--- src/rtl/mcdf_fifo_arbiter.sv ---
// Arbitrates among three slave FIFOs and drains one fixed-length packet per grant
// into the formatter port, one word in flight at a time.
module mcdf_fifo_arbiter #(
    parameter int DW      = 4,
    parameter int PKT_LEN = 4
) (
    input  logic            clk,
    input  logic            rst_n,
    input  logic [2:0]      fifo_empty,
    input  logic [3*DW-1:0] fifo_data,
    output logic [2:0]      fifo_rd_n,
    input  logic [2:0]      cfg_en,
    input  logic            cfg_prio,
    output logic            fmt_valid,
    input  logic            fmt_ready,
    output logic [DW-1:0]   fmt_data,
    output logic [1:0]      fmt_ch,
    output logic            fmt_sop,
    output logic            fmt_eop,
    output logic            busy,
    output logic            pkt_done
);

    localparam int             CW       = $clog2(PKT_LEN) + 1;
    localparam logic [CW-1:0]  CNT_MAX  = CW'(PKT_LEN);
    localparam logic [CW-1:0]  CNT_LAST = CW'(PKT_LEN - 1);

    typedef enum logic [1:0] {IDLE, XFER, DONE} state_t;

    state_t          state, state_nxt;
    logic [1:0]      gnt, gnt_nxt, last;
    logic [CW-1:0]   rd_cnt, wr_cnt;
    logic            rd_pend;
    logic [2:0]      eligible;
    logic            accept;
    logic            rd_issue;
    logic [DW-1:0]   sel_data;

    // Round-robin: first eligible channel after ptr, wrapping 2 -> 0.
    function automatic logic [1:0] pick_rr(input logic [2:0] elig, input logic [1:0] ptr);
        logic [1:0] pick;
        int         s;
        pick = 2'd0;
        for (int k = 3; k >= 1; k--) begin
            s = int'(ptr) + k;
            if (s >= 3) s = s - 3;
            if (elig[s]) pick = 2'(s);
        end
        return pick;
    endfunction

    function automatic logic [1:0] pick_fix(input logic [2:0] elig);
        if (elig[0])      return 2'd0;
        else if (elig[1]) return 2'd1;
        else              return 2'd2;
    endfunction

    assign eligible = cfg_en & ~fifo_empty;
    assign accept   = fmt_valid && fmt_ready;
    assign rd_issue = (state == XFER) && (rd_cnt < CNT_MAX) && !rd_pend
                      && (!fmt_valid || fmt_ready);
    assign busy     = (state == XFER);
    assign pkt_done = (state == DONE);

    always_comb begin
        sel_data = '0;
        case (gnt)
            2'd0:    sel_data = fifo_data[0*DW +: DW];
            2'd1:    sel_data = fifo_data[1*DW +: DW];
            2'd2:    sel_data = fifo_data[2*DW +: DW];
            default: sel_data = '0;
        endcase
    end

    // NOTE: every output of a combinational block gets a default first, so no
    // path through the case statement can leave a latch behind.
    always_comb begin
        state_nxt = state;
        gnt_nxt   = gnt;
        fifo_rd_n = 3'b111;
        case (state)
            IDLE: begin
                if (|eligible) begin
                    state_nxt = XFER;
                    gnt_nxt   = cfg_prio ? pick_fix(eligible) : pick_rr(eligible, last);
                end
            end
            XFER: begin
                if (rd_issue) fifo_rd_n[gnt] = 1'b0;
                if (accept && fmt_eop) state_nxt = DONE;
            end
            DONE:    state_nxt = IDLE;
            default: state_nxt = IDLE;
        endcase
    end

    // NOTE: registers use non-blocking assignments so every flop samples the
    // pre-edge values regardless of statement order.
    always_ff @(posedge clk or negedge rst_n) begin
        if (!rst_n) begin
            state <= IDLE;
            gnt   <= 2'd0;
            last  <= 2'd2;
        end else begin
            state <= state_nxt;
            gnt   <= gnt_nxt;
            if (state == DONE) last <= gnt;
        end
    end

    // A read issued in cycle t returns data in t+1; it is captured at the end of t+1.
    always_ff @(posedge clk or negedge rst_n) begin
        if (!rst_n) begin
            rd_cnt    <= '0;
            wr_cnt    <= '0;
            rd_pend   <= 1'b0;
            fmt_valid <= 1'b0;
            fmt_data  <= '0;
            fmt_ch    <= 2'd0;
            fmt_sop   <= 1'b0;
            fmt_eop   <= 1'b0;
        end else begin
            rd_pend <= rd_issue;
            if (state == IDLE) begin
                rd_cnt <= '0;
                wr_cnt <= '0;
            end else begin
                if (rd_issue) rd_cnt <= rd_cnt + CW'(1);
                if (accept) begin
                    fmt_valid <= 1'b0;
                    wr_cnt    <= wr_cnt + CW'(1);
                end
                if (rd_pend) begin
                    fmt_valid <= 1'b1;
                    fmt_data  <= sel_data;
                    fmt_ch    <= gnt;
                    fmt_sop   <= (wr_cnt == '0);
                    fmt_eop   <= (wr_cnt == CNT_LAST);
                end
            end
        end
    end

endmodule

--- config.mk ---
export PLATFORM = sky130hd
export DESIGN_NAME = mcdf_fifo_arbiter
export DESIGN_NICKNAME = d
export VERILOG_FILES = /design/src/rtl/mcdf_fifo_arbiter.sv
export SDC_FILE = /design/constraint.sdc
export NUM_CORES = 1
export LEC_CHECK = 0
export ABC_AREA = 1
export BUFFER_PORTS_ARGS = -buffer_cell sky130_fd_sc_hd__buf_4
export CORE_ASPECT_RATIO = 1.4
export CORE_UTILIZATION = 50
export DETAILED_ROUTE_END_ITERATION = 12
export PLACE_DENSITY = 0.83
export REMOVE_ABC_BUFFERS = 1
export SYNTH_ARGS = -nofsm -noshare
export SYNTH_HDL_FRONTEND = slang
export SYNTH_SLANG_ARGS = --single-unit
export TNS_END_PERCENT = 5
--- constraint.sdc ---
create_clock -name clk -period 4.7 [get_ports clk]
set_clock_uncertainty 0.1 [all_clocks]
set_input_delay 0.705 -clock clk [delete_from_list [all_inputs] [get_ports clk]]
set_output_delay 0.705 -clock clk [all_outputs]
set_load 0.02 [all_outputs]
# Yosys cells after proc, flatten, opt, wreduce, memory -nomap -nowiden
# Index checks and enable logic that the tools add are counted.
word_totals:
  in_bits: 22
  register_bits: 22
  word_cells: 97
  output_inout_bits: 14
classes:
  magnitude_cmp: 9
  addsub: 8
  bitwise_logic: 4
  mux: 38
  n_reduce_logical: 20
  eq_ne: 7
ops:
  columns: ["operator", "count"]
  rows:
  - ["two-way mux 32 bit", 9]
  - ["< comparator 32 x 4 -> 1 bit (second input constant)", 3]
  - ["two-way mux 3 bit", 6]
  - ["two-way mux 2 bit", 8]
  - ["case mux 4 bit (3 select lines)", 1]
  - ["subtractor 3 x 2 -> 4 bit (second input constant)", 3]
  - ["greater-or-equal comparator 3 x 2 -> 1 bit (second input constant)", 3]
  - ["two-way mux 1 bit", 9]
  - ["AND reduction 2 bit", 4]
  - ["adder 2 x 2 -> 3 bit (second input constant)", 2]
  - ["adder 3 x 1 -> 3 bit (second input constant)", 2]
  - ["binary-select mux 1 bit (select 2 bit)", 3]
  - ["logical AND 1 bit", 6]
  - ["inverter 3 bit", 2]
  - ["nonzero test 2 bit", 3]
  - ["equality test 2 x 1 -> 1 bit (second input constant)", 2]
  - ["equality test 2 bit (second input constant)", 2]
  - ["logical NOT 2 bit", 2]
  - ["case mux 2 bit (2 select lines)", 1]
  - ["adder 2 x 1 -> 3 bit (second input constant)", 1]
  - ["AND 3 bit", 1]
  - ["equality test 3 x 2 -> 1 bit (second input constant)", 1]
  - ["logical NOT 3 bit", 1]
  - ["< comparator 2 x 3 -> 1 bit (second input constant)", 1]
  - ["other kinds (9)", 10]

# Logic depth before layout (Yosys ltp)
# Gate-level depths: netlist (run 1).
logic_depth:
  depth_word: 12
  depth_mapped: 11
  depth_no_buf: 11

# Worst setup path before layout (run 1)
# No wires, ideal clock.
synth_path:
  path_type: "in2out"
  startpoint: "input fmt_ready"
  endpoint: "output fifo_rd_n[0]"
  n_path_buf: 0
  setup_slack_ns: 2.633
  path_stages: 4
  arrival_ns: 1.262
  required_ns: 3.895
  cell_sequence: "or2_1 > nand4_4 > inv_4 > nand2_1"
synth_via:
  elab_chain_len: 4
synth_rtl:
  columns: ["item", "line", "text"]
  rows:
  - ["start: declaration", "15", "input logic fmt_ready,"]
  - ["logical OR 1 bit", "61", "&& (!fmt_valid || fmt_ready);"]
  - ["logical AND 1 bit", "61", null]
  - ["named net rd_issue", "36", "logic rd_issue;"]
  - ["two-way mux 3 bit", "89", "if (rd_issue) fifo_rd_n[gnt] = 1'b0;"]
  - ["two-way mux 3 bit", "81", "case (state)"]
  - ["end: declaration", "11", "output logic [2:0] fifo_rd_n,"]
# The timed path passes the listed nets, and every way through them passes these cells.

# Final worst setup path (run 1)
layout_path:
  startpoint: "input fmt_ready"
  endpoint: "output fifo_rd_n[1]"
# Same word-level chain as after synthesis.

==> flow_summary.json, run 1 <==
{
  "crit_top_cell": "buf_4",
  "critical-path-top-delay-family": "simple AND/OR/NAND/NOR gates",
  "synthTopCellsByArea": "dfrtp_1, nand2_1, ha_1, nand3_1, inv_1",
  "ios": 36,
  "fill_cells": 195,
  "cp.required_ns": 3.89,
  "hp-class": "in -> async",
  "fin_util": 0.675,
  "cp.arrival_ns": 1.46,
  "antenna_left": 0,
  "layout-drive-gt1-share": 0.307,
  "syn_area_mm2": 0.00126,
  "period_minus_slack_ns": 2.26,
  "synth_cell_types": 25,
  "synth_top_area_frac": 0.418,
  "critPathBufInv": 3,
  "multi_input_area_um2": 601,
  "slowest_stage": "or2_1",
  "die_w_um": 44.4,
  "wl_mm": 2.96,
  "maxCapViolations": 0,
  "vias": 1183,
  "synth-seq-area-share": 0.439,
  "grt_max_degree": 23,
  "clk_pin_slew_worst_paths_ns": 0.13,
  "die_height_um": 61.3,
  "clockBufferDepth": 2,
  "route.detailed.drc": 0,
  "peakVddDrop_mv": 0.369,
  "reg2reg_depth": 10,
  "path_cells": "buf_4 -> or2_1 -> nand4_4 -> inv_4 -> nand2_1 -> buf_4",
  "hold_violations": 0,
  "cts_root_buffer": "clkbuf_4",
  "slowest_delay_ns": 0.27,
  "nets": 232,
  "final_cell_area_mm2": 0.00161,
  "synthToLayoutAreaGrowth_pct": 28.5,
  "place_area_mm2": 0.00156,
  "dr.first_iter.drc_count": 41,
  "max_slew.worst_pin.slew_ns": 0.341,
  "detailed_place_hpwl_mm": 2.35,
  "finalCritPeriodShare": 0.481,
  "avgSynthCellArea_um2": 7.71,
  "wl_per_cell_um": 12.5,
  "max_slew_margin": 0.772,
  "r2r_start": "last[1]",
  "vias_per_cell": 5.01,
  "fmax_mhz": 442,
  "place_congestion": 0.784,
  "synth_area_leader_cell": "dfrtp_1",
  "syn_inst": 163,
  "p_leak_nw": 0.848,
  "setup_tns_ns": 0,
  "die_area_mm2": 0.00272,
  "setup_viol": 0,
  "start_util": 0.525,
  "seq_area_um2": 552,
  "end_kind": "primary output",
  "cts_sinks": 22,
  "grtUsageTotal": 0.228,
  "status": "completed",
  "grt_pass1_vias": 1094,
  "cts_tree": "yes",
  "crit_start": "fmt_ready",
  "cp.depth": 6,
  "first_pass_iters": 4,
  "grt_pass1_wl_mm": 4.55,
  "cp-start-kind": "input port",
  "path_max_fanout": 8,
  "grt-ovfl-total": 0,
  "h-tree-depth": 1,
  "critical_path_class": "in -> out",
  "synth-seq-cells": 22,
  "diodes": 0,
  "cts_hold_buf": 0,
  "cts_setup_buffers": 0,
  "cts-buffers-inserted": 3,
  "io_buffers": 35,
  "core_mm2": 0.00239,
  "ctsResizeCount": 0,
  "antenna_found_initial": 0,
  "p_per_area_mw_per_mm2": 644,
  "clock_latency_ns": 0.31,
  "rsz0062_at_grt": "false",
  "rows": 21,
  "slew_viol_final": 0,
  "yosysWarnings": 0
}
routing by layer:
metal / track usage / vias up / part of all wire
met5: 0 / - / 0
met4: 0.104 / 0 / 0.019
met3: 0.0205 / 6 / 0.018
met2: 0.433 / 24 / 0.57
met1: 0.254 / 563 / 0.40
li1: - / 590 / -
through the flow:
stage	setup WS [ns]	total power, W	instances	hold WS [ns]
after CTS	2.44	0.00104	236	0.151
after global placement	2.47	0.000863	232	0.366
after detailed placement	2.44	0.000896	232	0.366
after global routing	2.37	0.00112	236	0.138
final	2.44	0.00104	236	0.150
after floorplan	2.63	0.000707	163	0.309
registers in the layout (all words and copies together), names as in the netlist:
register and count:
gnt 2, last 2, rd_cnt 3, state 2, fmt_data 4, fmt_eop 1, fmt_valid 1, wr_cnt 3
fmt_ch 2, fmt_sop 1, rd_pend 1
where the power goes:
group	leakage [nW]	internal [W]	switching [W]
Clock	0.0279	0.0000863	0.0000597
Sequential	0.277	0.000271	0.0000608
Combinational	0.543	0.000206	0.000355
kinds of logic (layout without fill, tap and decap cells):
logic type	after synthesis	in the layout	share of synthesized area
AOI/OAI and AO/OA	17	17	0.0837
adders and majority gates	7	7	0.0697
buffers and inverters	27	66	0.0827
DFF	22	22	0.439
and+or+nand+nor	90	90	0.325
placed cells by master, fill, tap and decap left out:
cell        n
a21oi_1     2
a21oi_2     2
a31oi_1     1
buf_4      35
bufinv_16   1
clkbuf_4    3
dfrtp_1    21
dfstp_2     1
ha_1        7
inv_1      16
inv_2      10
inv_4       1
nand2_1    62
nand2_2     1
nand3_1    12
nand4_4     1
nor2_1      4
nor2_2      2
nor2_4      2
nor3_1      3
nor3_2      1
o211ai_1    1
o21ai_0     3
o21ai_1     5
o21ai_2     2
o22ai_1     1
or2_0       1
or2_1       1
final timing paths:
check	end	slack [ns]
min in group clk	fmt_data[0]	0.40
setup reg to reg	gnt[1]	2.92
max in group asynchronous	last[1]	4.08
hold / removal	fmt_ch[1]	0.15
hold reg to reg	fmt_data[0]	0.40
setup / recovery	fifo_rd_n[1]	2.44
area by class of cell:
class	instances	area share
flip-flops and latches	22	0.342
well taps	34	0.0264
multi-input cells	114	0.372
inverters	27	0.0643
clock inverters	1	0.0186
clock buffers	3	0.0140
repair buffers	35	0.163
cells in the mapped netlist:
| master | number |
|---|---|
| inv_2 | 10 |
| nor2_4 | 2 |
| inv_4 | 1 |
| o22ai_1 | 1 |
| nand2_1 | 62 |
| a21oi_1 | 2 |
| inv_1 | 16 |
| ha_1 | 7 |
| nand3_1 | 12 |
| nor2_1 | 4 |
| o21ai_2 | 2 |
| dfrtp_1 | 21 |
| o21ai_1 | 5 |
| o211ai_1 | 1 |
| a21oi_2 | 2 |
| nand2_2 | 1 |
| a31oi_1 | 1 |
| nor3_1 | 3 |
| nor2_2 | 2 |
| or2_1 | 1 |
| or2_0 | 1 |
| dfstp_2 | 1 |
| nand4_4 | 1 |
| nor3_2 | 1 |
| o21ai_0 | 3 |
No activity file was read; power rests on OpenSTA's default activity.
==> inputs of run 2 (changes only) <==
--- a/config.mk
+++ b/config.mk
@@ -5,12 +5,12 @@
 export SDC_FILE = /design/constraint.sdc
 export NUM_CORES = 1
 export LEC_CHECK = 0
-export ABC_AREA = 1
+export ABC_AREA = 0
 export BUFFER_PORTS_ARGS = -buffer_cell sky130_fd_sc_hd__buf_4
 export CORE_ASPECT_RATIO = 1.4
-export CORE_UTILIZATION = 50
+export CORE_UTILIZATION = 45
 export DETAILED_ROUTE_END_ITERATION = 12
-export PLACE_DENSITY = 0.83
+export PLACE_DENSITY = 0.8
 export REMOVE_ABC_BUFFERS = 1
 export SYNTH_ARGS = -nofsm -noshare
 export SYNTH_HDL_FRONTEND = slang
==> constraint.sdc (replaced) <==
create_clock -name clk -period 1.9 [get_ports clk]
set_clock_uncertainty 0.1 [all_clocks]
set_input_delay 0.285 -clock clk [delete_from_list [all_inputs] [get_ports clk]]
set_output_delay 0.285 -clock clk [all_outputs]
set_load 0.02 [all_outputs]
==> run 2 against run 1 <==
The run now ends with setup timing left. Utilization down 1.9 points. Sequential power up 140%. Wire length down 11%. Worst hold slack worse by 0.046 ns. Register-to-register slack worse by 2.9 ns. Total power up 110%. Via count down 11%. Synthesized cell count down 24%. Sequential share of layout area down 0.13 points. Final cell count down 14%. Clock power up 76%. Count of clock-buffer cells in the layout up 1. Critical endpoint is now fifo_rd_n[0]. Largest power group unchanged.
==> flow_summary.json, run 2 <==
{
  "antenna_left": 0,
  "r2r_slack_ns": 0.07,
  "syn_inst": 124,
  "cp.required_ns": 1.51,
  "final_cell_mix": "buf_4, dfrtp_1, nand2_1",
  "wl_mm": 2.65,
  "h-tree-depth": 1,
  "maxCapViolations": 0,
  "intPower_w": 0.00130,
  "setup_viol": 3,
  "detailed_place_hpwl_mm": 1.96,
  "r2r_end": "gnt[1]",
  "clock_latency_ns": 0.31,
  "syn_area_mm2": 0.00120,
  "grt_pass1_wl_mm": 4.54,
  "path_max_fanout": 2,
  "synthTopCellsByArea": "dfrtp_1, ha_1, nand2_1, a21oi_1, mux2i_1",
  "reg2reg_depth": 5,
  "synth_common_cells": "dfrtp_1, nand2_1, a21oi_1, nor2_1, o21ai_0",
  "min_to": "wr_cnt[2]",
  "cp.arrival_ns": 1.63,
  "p_comb_frac": 0.512,
  "hold_violations": 0,
  "peakVddDrop_mv": 0.542,
  "clockBufferDepth": 2,
  "violations": "setup timing",
  "avgSynthCellArea_um2": 9.69,
  "io_buffers": 35,
  "cts-buffers-inserted": 3,
  "crit_start": "state[1]",
  "seqPwrFrac": 0.369,
  "p_leak_nw": 0.782,
  "async_flop_share": 1.00,
  "synth_top_area_frac": 0.438,
  "place_congestion": 0.811,
  "grtUsageTotal": 0.216,
  "grt_max_degree": 23,
  "p_sw_frac": 0.395,
  "wl_per_cell_um": 13.0,
  "synth-edff-count": 0,
  "die_w_um": 45.7,
  "max_slew.worst_pin.slew_ns": 0.533,
  "final_common_cell": "buf_4",
  "setup_tns_ns": -0.237,
  "core_mm2": 0.00247,
  "timing.hold.ws_ns": 0.104,
  "largest_register": "fmt_data",
  "vias_per_cell": 5.21,
  "fmax_mhz": 496,
  "grt-ovfl-total": 0,
  "switchingPower_w": 0.000850,
  "vias": 1058,
  "rsz0062_at_grt": "true",
  "finalCritPeriodShare": 1.06,
  "min_from": "fmt_ready",
  "diodes": 0,
  "layout-drive-gt1-share": 0.331,
  "wl_met2_mm": 1.40,
  "synth_area_leader_cell": "dfrtp_1",
  "cp-start-kind": "flop",
  "die_area_mm2": 0.00288,
  "final_cells": 203,
  "cts_tree": "yes",
  "ios": 36,
  "cts_root_buffer": "clkbuf_4",
  "hp-class": "in -> reg",
  "maxUsedRoutingLayer": "met4",
  "slew_viol_final": 0,
  "reg_top3": "fmt_data x4, rd_cnt x3, wr_cnt x3",
  "start_util": 0.486,
  "cts_sinks": 22,
  "yosysWarnings": 0,
  "met3_length_um": 102,
  "first_pass_iters": 6,
  "critical_path_class": "reg -> out",
  "synth_cell_types": 30,
  "rows": 21,
  "met1_length_mm": 1.06,
  "synth-seq-area-share": 0.459,
  "dp_cells": 195,
  "hold_path_depth": 2,
  "status": "finished, violations left",
  "period_minus_slack_ns": 2.02,
  "p_per_area_mw_per_mm2": 1330,
  "finalPower_w": 0.00215,
  "ys.flop_type": "dfrtp_1",
  "synth.most_common_cell": "dfrtp_1",
  "die_height_um": 63.1,
  "largest_reg_flops": 4,
  "clk_pin_slew_worst_paths_ns": 0.12,
  "nets": 199,
  "setup_ws_ns": -0.117,
  "max_slew_margin": 0.641,
  "r2r_start": "last[1]",
  "dr.first_iter.drc_count": 20,
  "synthToLayoutAreaGrowth_pct": 34.9,
  "route.detailed.drc": 0,
  "end_kind": "primary output",
  "pwr-share-clk": 0.119,
  "antenna_found_initial": 0,
  "synth-seq-cells": 22,
  "grt_pass1_vias": 1105
}
==> run 2: worst max path at each step <==
stage | end | slack, ns | cells past startpoint
detailed placement | fifo_rd_n[0] | 0.11 | 4
finish | fifo_rd_n[0] | -0.12 | 4
global route | fifo_rd_n[0] | -0.19 | 4
global placement | fifo_rd_n[0] | 0.11 | 4
CTS | fifo_rd_n[0] | -0.12 | 3
floorplan | fifo_rd_n[0] | 0.03 | 3
==> run 2: power by group through the flow <==
stage | sequential [W] | clock, W | combinational [W]
CTS | 0.000794 | 0.000266 | 0.00110
global route | 0.000819 | 0.000288 | 0.00123
detailed placement | 0.000804 | 0 | 0.00106
floorplan | 0.000897 | 0 | 0.000539
global placement | 0.000793 | 0 | 0.00102
finish | 0.000795 | 0.000257 | 0.00110
==> run 2: metrics by stage <==
step	area (um2)	utilization	worst slack, ns
3_3_place_gp	1530	0.621	0.108
2_1_floorplan	1190	-	0.0256
3_5_place_dp	1530	0.621	0.108
6_report	1620	0.656	-0.117
4_1_cts	1610	0.650	-0.125
5_1_grt	1620	0.656	-0.190
==> run 2: per-layer routing <==
metal  vias up  track usage
met5         -            0
met4         0        0.121
met3         7       0.0229
met2        37        0.379
met1       493        0.237
li1        521            -
==> run 2: cells by family (layout without fill, tap and decap cells) <==
family	after synthesis	after routing	share of synthesized area
buffers and inverters	10	55	0.0312
DFF	22	22	0.459
AOI/OAI and AO/OA	31	31	0.169
adders and majority gates	7	7	0.0729
xor gates and xnor gates	2	2	0.0146
and+or+nand+nor	44	44	0.183
muxes	8	8	0.0698
==> run 2: what timing repair did <==
item / 4_1_cts / 5_1_grt
setup buffers: 2 / 1
hold buffers: 1 / 0
endpoints found under the setup margin: 3 / 4
gates resized for setup: 3 / 2
gates cloned: 0 / 0
endpoints found under the hold margin: 22 / 0
pin swaps: 1 / 0
==> run 2: final cells by class <==
cell class                      instances  area [um2]
Fill cell                             224         850
Multi-Input combinational cell         92         619
Sequential cell                        22         552
Timing Repair Buffer                   44         344
Tap cell                               34        42.5
Clock buffer                            4        36.3
Inverter                                7        26.3
==> run 2: worst max-delay path: stages (launching register included) <==
cell and delay, ns:
dfrtp_1 0.42, nand2b_4 0.16, a2111oi_4 0.22, or3b_1 0.39
buf_6 0.14
